**src/rtl/multi_freq_divider_pkg.sv**
```systemverilog
// Shared types and defaults for the multi-channel frequency divider.
// Channel output is either a one-cycle terminal pulse or a 50% square wave.
`ifndef BYTE_BITS
`define BYTE_BITS 8
`endif

package multi_freq_divider_pkg;

  typedef enum logic {
    FD_PULSE  = 1'b0,
    FD_SQUARE = 1'b1
  } freq_div_mode_e;

  localparam int FD_CHANNELS = 4;

endpackage

```
**src/rtl/freq_div_channel.sv**
```systemverilog
// One divider channel: tc/out are combinational from registered cnt/ldiv/sq (zero latency).
// No backpressure: en is a count event and is never stalled.
`ifndef BYTE_BITS
`define BYTE_BITS 8
`endif

module freq_div_channel
  import multi_freq_divider_pkg::*;
#(
  parameter int DIV_BITS = `BYTE_BITS
) (
  input  logic                clk,
  input  logic                reset,
  input  logic                sync,
  input  logic                en,
  input  logic [DIV_BITS-1:0] div,
  input  logic                mode,
  output logic                out,
  output logic                tc
);

  localparam logic [DIV_BITS-1:0] ONE = DIV_BITS'(1);

  logic [DIV_BITS-1:0] cnt;
  logic [DIV_BITS-1:0] ldiv;
  logic                sq;
  logic                ldiv_zero;
  logic                at_last;
  logic                load;
  freq_div_mode_e      mode_e;

  // ldiv-1 is only meaningful when ldiv is nonzero, so the zero case is masked out.
  assign ldiv_zero = (ldiv == '0);
  assign at_last   = !ldiv_zero && (cnt == ldiv - ONE);
  assign tc        = en && at_last && !sync;
  assign load      = sync || (en && ldiv_zero) || tc;

  assign mode_e = freq_div_mode_e'(mode);
  assign out    = (mode_e == FD_SQUARE) ? sq : tc;

  always_ff @(posedge clk or negedge reset) begin
    if (!reset) begin
      cnt  <= '0;
      ldiv <= '0;
      sq   <= 1'b0;
    end else begin
      if (load) begin
        ldiv <= div;
        cnt  <= '0;
      end else if (en) begin
        cnt <= cnt + ONE;
      end

      if (sync) begin
        sq <= 1'b0;
      end else if (tc) begin
        sq <= ~sq;
      end
    end
  end

endmodule

```
**src/rtl/multi_freq_divider.sv**
```systemverilog
// Bank of independent frequency dividers sharing one synchronous restart strobe.
// Zero-latency combinational out/tc; no backpressure, each en bit is a count event.
`ifndef BYTE_BITS
`define BYTE_BITS 8
`endif

module multi_freq_divider
  import multi_freq_divider_pkg::*;
#(
  parameter int CHANNELS = FD_CHANNELS,
  parameter int DIV_BITS = `BYTE_BITS
) (
  input  logic                         clk,
  input  logic                         reset,
  input  logic                         sync,
  input  logic [CHANNELS-1:0]          en,
  input  logic [CHANNELS*DIV_BITS-1:0] div,
  input  logic [CHANNELS-1:0]          mode,
  output logic [CHANNELS-1:0]          out,
  output logic [CHANNELS-1:0]          tc
);

  for (genvar i = 0; i < CHANNELS; i++) begin : g_ch
    freq_div_channel #(
      .DIV_BITS(DIV_BITS)
    ) u_ch (
      .clk  (clk),
      .reset(reset),
      .sync (sync),
      .en   (en[i]),
      .div  (div[i*DIV_BITS +: DIV_BITS]),
      .mode (mode[i]),
      .out  (out[i]),
      .tc   (tc[i])
    );
  end

endmodule
```
**config.mk**
```make
export PLATFORM = sky130hd
export DESIGN_NAME = multi_freq_divider
export DESIGN_NICKNAME = d
export VERILOG_FILES = /design/src/rtl/multi_freq_divider_pkg.sv /design/src/rtl/freq_div_channel.sv /design/src/rtl/multi_freq_divider.sv
export SDC_FILE = /design/constraint.sdc
export NUM_CORES = 1
export LEC_CHECK = 0
export BUFFER_PORTS_ARGS = -buffer_cell sky130_fd_sc_hd__buf_4
export CAP_MARGIN = 25
export CORE_MARGIN = 10
export CORE_UTILIZATION = 50
export DETAILED_ROUTE_END_ITERATION = 12
export PLACE_DENSITY = 0.7
export SLEW_MARGIN = 20
export SYNTH_ARGS = -nofsm -noshare
export SYNTH_HDL_FRONTEND = slang
export SYNTH_SLANG_ARGS = --single-unit
```
**constraint.sdc**
```tcl
create_clock -name clk -period 5.5 [get_ports clk]
set_input_delay 1.1 -clock clk [delete_from_list [all_inputs] [get_ports clk]]
set_output_delay 1.1 -clock clk [all_outputs]
set_load 0.05 [all_outputs]
```
==> results of run 1 <==
## stage by stage
| step | instances | worst slack, ps | util | total power [mW] |
|---|---|---|---|---|
| global placement | 561 | 1920 | 0.5612 | 1.031 |
| detailed placement | 561 | 1868 | 0.5612 | 1.043 |
| finish | 576 | 1506 | 0.5817 | 1.395 |
| floorplan | 426 | 1953 | - | 0.9391 |
| global route | 576 | 1239 | 0.5817 | 1.497 |
| CTS | 576 | 1491 | 0.5817 | 1.409 |
## report_power, final
group | switching, mW | total (mW) | internal, mW
Sequential | 0.0942 | 0.654 | 0.560
Clock | 0.178 | 0.363 | 0.185
Combinational | 0.182 | 0.378 | 0.197
Total | 0.454 | 1.40 | 0.941
## worst register-to-register path, delay by kind of cell (launching register included)
family          cells  cell delay, ps
mux                 1             420
flops               1             430
compound gates      2             940
simple gates        3            1030
## cells in the mapped netlist, drive strengths merged (2+ instances only)
master	n	area, um^2
xnor2	28	245.2
nand3	10	67.57
ha	12	150.1
nor3b	2	15.01
o21ai	9	48.79
o31ai	8	73.82
nand3b	2	15.01
nor3	10	50.05
nor4	7	43.79
or2	4	25.02
dfrtp	68	1702
a21oi	12	60.06
a31oi	3	18.77
xor2	35	306.5
nand2	26	97.59
or4	5	45.04
a32o	8	80.08
inv	15	56.30
nand4	10	62.56
clkbuf	8	30.03
a31o	2	17.52
nor2	47	176.4
and3	4	25.02
and4	3	26.28
mux2	27	311.5
buf	13	103.8
and3b	2	17.52
nand2b	5	31.28
or3	10	68.82
o2111ai	2	17.52
nor2b	8	50.05
a211o	2	17.52
## cell usage in the layout, fill, tap and decap left out, types with 3 or more instances in the layout
cell	Yosys	final
and3_1	4	4
buf_4	9	51
nor2_1	47	47
nand2b_1	5	5
xnor2_1	28	28
clkbuf_8	0	11
o31ai_1	7	7
mux2_2	25	25
a32o_1	8	8
or3_1	8	8
xor2_1	35	35
dfrtp_1	68	68
nor3_1	10	10
o21ai_0	7	7
and4_1	3	3
nor2b_1	8	8
a21oi_1	12	12
ha_1	12	12
nor4_1	7	7
or2_2	4	4
inv_1	15	15
nand2_1	26	26
nand4_1	10	10
nand3_1	8	8
or4_1	3	3
a31oi_1	3	3
## final timing paths
kind | start | end | slack (ps) | cells after the start
setup / recovery | g_ch[3].u_ch.ldiv[2] | out[3] | 1510 | 7
hold / removal | g_ch[0].u_ch.sq | g_ch[0].u_ch.sq | 540 | 2
setup reg to reg | g_ch[1].u_ch.ldiv[3] | g_ch[1].u_ch.ldiv[5] | 2570 | 6
hold reg to reg | g_ch[0].u_ch.sq | g_ch[0].u_ch.sq | 540 | 2
max in group asynchronous | reset | g_ch[1].u_ch.ldiv[2] | 4070 | 1
min in group asynchronous | reset | g_ch[2].u_ch.ldiv[6] | 860 | 1
## state kept, by name, summed over array words and instances, names as in the netlist
name,flops
g_ch.u_ch.cnt,32
g_ch.u_ch.ldiv,32
g_ch.u_ch.sq,4
## area by class of cell
type / instances / area [um^2]
Inverter: 15 / 56.30
Fill cell: 735 / 3455
Clock inverter: 2 / 10.01
Multi-Input combinational cell: 322 / 2362
Sequential cell: 68 / 1702
Tap cell: 105 / 131.4
Clock buffer: 13 / 158.9
Timing Repair Buffer: 51 / 382.9
## logic make-up after synthesis
family | after synthesis
AOI/OAI and AO/OA | 58
xor gates and xnor gates | 63
adders and majority gates | 12
buffers and inverters | 36
DFF | 68
muxes | 28
and+or+nand+nor | 161
## routing by layer
layer / share of wire / wire length (um) / GRT usage / vias up
li1: - / - / - / 1591
met1: 0.46 / 4052 / 0.1764 / 1549
met2: 0.48 / 4196 / 0.2260 / 47
met3: 0.048 / 424 / 0.03727 / 6
met4: 0.0095 / 83 / 0.04738 / 0
met5: 0 / 0 / 0 / -
==> impl_metrics.json, run 1 <==
{
  "routabilityCongestion": 0.8817,
  "vias": 3193,
  "start_util": 0.5152,
  "grt_max_degree": 69,
  "path_cells": "nor4_1 > nand2_1 > o311ai_0 > o21ai_1 > or2_2 > o31ai_1 > buf_4",
  "synth_top_family_by_area": "simple AND/OR/NAND/NOR gates",
  "syn_inst": 426,
  "die_h_um": 112.2,
  "h-tree-depth": 3,
  "slew_headroom": 0.4296,
  "end_kind": "output pin",
  "max_freq_ghz": 0.2504,
  "cts-resized-gates": 0,
  "dieArea_mm2": 0.01260,
  "synth_seq_area_share": 0.4000,
  "crit_required_ps": 4400,
  "avgSynthCellArea_um2": 9.986,
  "status": "finished clean",
  "ant_nets": 0,
  "synth_compound_area_frac": 0.1065,
  "crit_buf_inv": 1,
  "final_area_mm2": 0.004803,
  "numCtsBuffers": 9,
  "rsz0062_at_grt": "no",
  "drt_iter0_markers": 121,
  "yosysUniqueCellTypes": 63,
  "fin_crit_ps": 3994,
  "cts_setup_buffers": 0,
  "cp_top_family": "simple AND/OR/NAND/NOR gates",
  "arrival_ps": 2890,
  "clockBufferDepth": 2,
  "n_antenna_cell": 0,
  "firstDrtPassIters": 5,
  "setup_violations": 0,
  "clock-sinks": 68,
  "leakage_nw": 2.090,
  "tns_ps": 0,
  "viasPerCell": 5.543,
  "track_usage": 0.1397,
  "syn_area_mm2": 0.004254,
  "hold_class": "reg -> reg",
  "wl_per_cell_um": 15.20,
  "dpl-instance-area_mm2": 0.004634,
  "grt_antenna_before_repair": 0,
  "layout.nets": 522,
  "synthMuxAreaShare": 0.07559,
  "drv_cap": 0,
  "grt_pass1_wl_mm": 15.05,
  "clock_latency_ps": 340,
  "synth_edf_count": 0,
  "cts-root-buf": "clkbuf_8",
  "irDropWorstVdd_mv": 0.1732,
  "tritoncts": "built",
  "skew_ps": 5.401,
  "dp_hpwl_mm": 6.496,
  "crit_fanout": 9,
  "tightest_slew_ps": 855.6,
  "hold_buffers": 0,
  "area_growth_pct": 12.91,
  "drc": 0,
  "hold_viol": 0,
  "layout-drive-gt1-share": 0.2314,
  "num_rows": 33,
  "die_w_um": 112.2,
  "p_per_area_mw_per_mm2": 290.5,
  "port_buffers": 50,
  "grt_pass1_vias": 3264,
  "ys_seq_elements": 68,
  "syn_nets": 481,
  "synthAdderAreaFrac": 0.03529,
  "finalMaxSlewViolations": 0,
  "boundaryPins": 51,
  "crit_path_start_kind": "flip-flop",
  "yosys_warnings": 0,
  "synth_simple_gate_area_frac": 0.2082,
  "synthArstFlopShare": 1.000,
  "clkTransAtPathRegs_ps": 70,
  "slowest_stage": "nor4_1",
  "holdWs_ps": 541.6,
  "overflow": 0,
  "synth_ff_type": "dfrtp_1",
  "synth_xor_area_frac": 0.1297,
  "coreArea_mm2": 0.008258,
  "period_share": 0.7262,
  "crit_type": "reg -> out",
  "max_stage_delay_ps": 610,
  "wl_mm": 8.756
}
No activity file was read; power rests on OpenSTA's default activity.
==> run 2: changes to the inputs <==
==> constraint.sdc (replaced) <==
create_clock -name clk -period 3.87 [get_ports clk]
set_input_delay 0.774 -clock clk [delete_from_list [all_inputs] [get_ports clk]]
set_output_delay 0.774 -clock clk [all_outputs]
set_load 0.05 [all_outputs]
==> impl_metrics.json, run 2 (synthesis results as in run 1) <==
{
  "grt_antenna_before_repair": 0,
  "status": "finished clean",
  "irDropWorstVdd_mv": 0.3413,
  "cts-resized-gates": 0,
  "tightest_slew_ps": 871.6,
  "crit_required_ps": 3100,
  "arrival_ps": 2840,
  "setup_violations": 0,
  "fin_crit_ps": 3609,
  "num_rows": 33,
  "crit_type": "reg -> out",
  "period_share": 0.9326,
  "vias": 3199,
  "coreArea_mm2": 0.008258,
  "clock-sinks": 68,
  "worstReg2RegEnd": "g_ch[1].u_ch.ldiv[3]",
  "final_common_cell": "dfrtp_1",
  "hold_buffers": 0,
  "grt_pass1_vias": 3321,
  "start_util": 0.5152,
  "die_h_um": 112.2,
  "n_antenna_cell": 0,
  "wl_mm": 8.858,
  "clock_latency_ps": 340,
  "hold_viol": 0,
  "boundaryPins": 51,
  "multi_input_area_mm2": 0.002369,
  "fillers": 738,
  "wl_per_cell_um": 15.35,
  "slew_headroom": 0.4189,
  "dp.cells": 561,
  "numCtsBuffers": 9,
  "drc": 0,
  "tritoncts": "built",
  "cts_setup_buffers": 0,
  "dieArea_mm2": 0.01260,
  "firstDrtPassIters": 4,
  "hold_class": "in -> async",
  "routabilityCongestion": 0.9014,
  "tns_ps": 0,
  "clockBufferDepth": 2,
  "r2r_cells": 6,
  "layout.nets": 522,
  "track_usage": 0.1436,
  "drv_cap": 0,
  "viasPerCell": 5.544,
  "rsz0062_at_grt": "no",
  "area_growth_pct": 14.24,
  "crit_fanout": 8,
  "ant_nets": 0,
  "cts-root-buf": "clkbuf_8",
  "final_cell_mix": "dfrtp_1, buf_4, nor2_1",
  "grt_pass1_wl_mm": 15.49,
  "p_per_area_mw_per_mm2": 437.1,
  "finalMaxSlewViolations": 0,
  "crit_path_start_kind": "flip-flop",
  "end_kind": "output pin",
  "h-tree-depth": 3,
  "skew_ps": 10.19,
  "overflow": 0,
  "dp_hpwl_mm": 6.537,
  "die_w_um": 112.2,
  "leakage_nw": 2.107,
  "max_freq_ghz": 0.2771,
  "port_buffers": 50,
  "register_area_mm2": 0.001703,
  "reg_top3": "g_ch.u_ch.cnt x32, g_ch.u_ch.ldiv x32, g_ch.u_ch.sq x4",
  "clkTransAtPathRegs_ps": 70,
  "drt_iter0_markers": 101,
  "regToRegSetupSlack_ps": 950,
  "fin_cells": 577,
  "grt_max_degree": 69,
  "r2r_start": "g_ch[1].u_ch.ldiv[3]",
  "layout-drive-gt1-share": 0.2373
}
[run 2: metal layers]
layer | up-vias | track usage | share of wire
met4 | 0 | 0.05499 | 0.012
li1 | 1595 | - | -
met5 | - | 0 | 0
met2 | 41 | 0.2317 | 0.48
met1 | 1554 | 0.1847 | 0.48
met3 | 9 | 0.02929 | 0.030
[run 2: power breakdown]
part	total [mW]	internal (mW)	switching (mW)
combinational	0.538	0.279	0.259
clock	0.650	0.380	0.270
sequential	0.936	0.796	0.140
[run 2: cell type report]
| cell class | instances | share of cell area |
|---|---|---|
| Clock buffer | 12 | 0.02987 |
| Timing Repair Buffer | 51 | 0.07878 |
| Multi-Input combinational cell | 322 | 0.4874 |
| Tap cell | 105 | 0.02703 |
| Sequential cell | 68 | 0.3504 |
| Clock inverter | 4 | 0.01493 |
| Inverter | 15 | 0.01159 |
[run 2: stage by stage]
| stage | cell area, um^2 | util | setup slack (ps) | hold slack, ps | total power [mW] |
|---|---|---|---|---|---|
| after floorplan | 4254 | - | 728.6 | 478.4 | 1.335 |
| after global placement | 4634 | 0.5612 | 650.9 | 525.5 | 1.466 |
| after detailed placement | 4634 | 0.5612 | 591.7 | 549.5 | 1.485 |
| after CTS | 4852 | 0.5876 | 195.7 | 559.2 | 2.139 |
| after global routing | 4860 | 0.5885 | 23.36 | 598.7 | 2.262 |
| final | 4860 | 0.5885 | 260.8 | 541.9 | 2.124 |
[run 2: how the worst max path moves through the flow]
stage	from	to	depth (start not counted)	slack [ps]
after floorplan	g_ch[3].u_ch.ldiv[0]	out[3]	10	730
final	g_ch[3].u_ch.ldiv[0]	out[3]	9	260
after global routing	g_ch[3].u_ch.ldiv[1]	out[3]	9	20
after global placement	g_ch[3].u_ch.ldiv[0]	out[3]	9	650
after detailed placement	g_ch[3].u_ch.ldiv[0]	out[3]	9	590
after CTS	g_ch[3].u_ch.ldiv[0]	out[3]	9	200
[run 2: critical path, stage by stage (launching register included)]
cell and delay [ps]:
dfrtp_2 430, inv_1 80, ha_1 310, o21bai_1 210
a2111o_1 400, o311ai_0 90, o21ai_1 210, or2_2 330
o31ai_1 190, buf_4 240
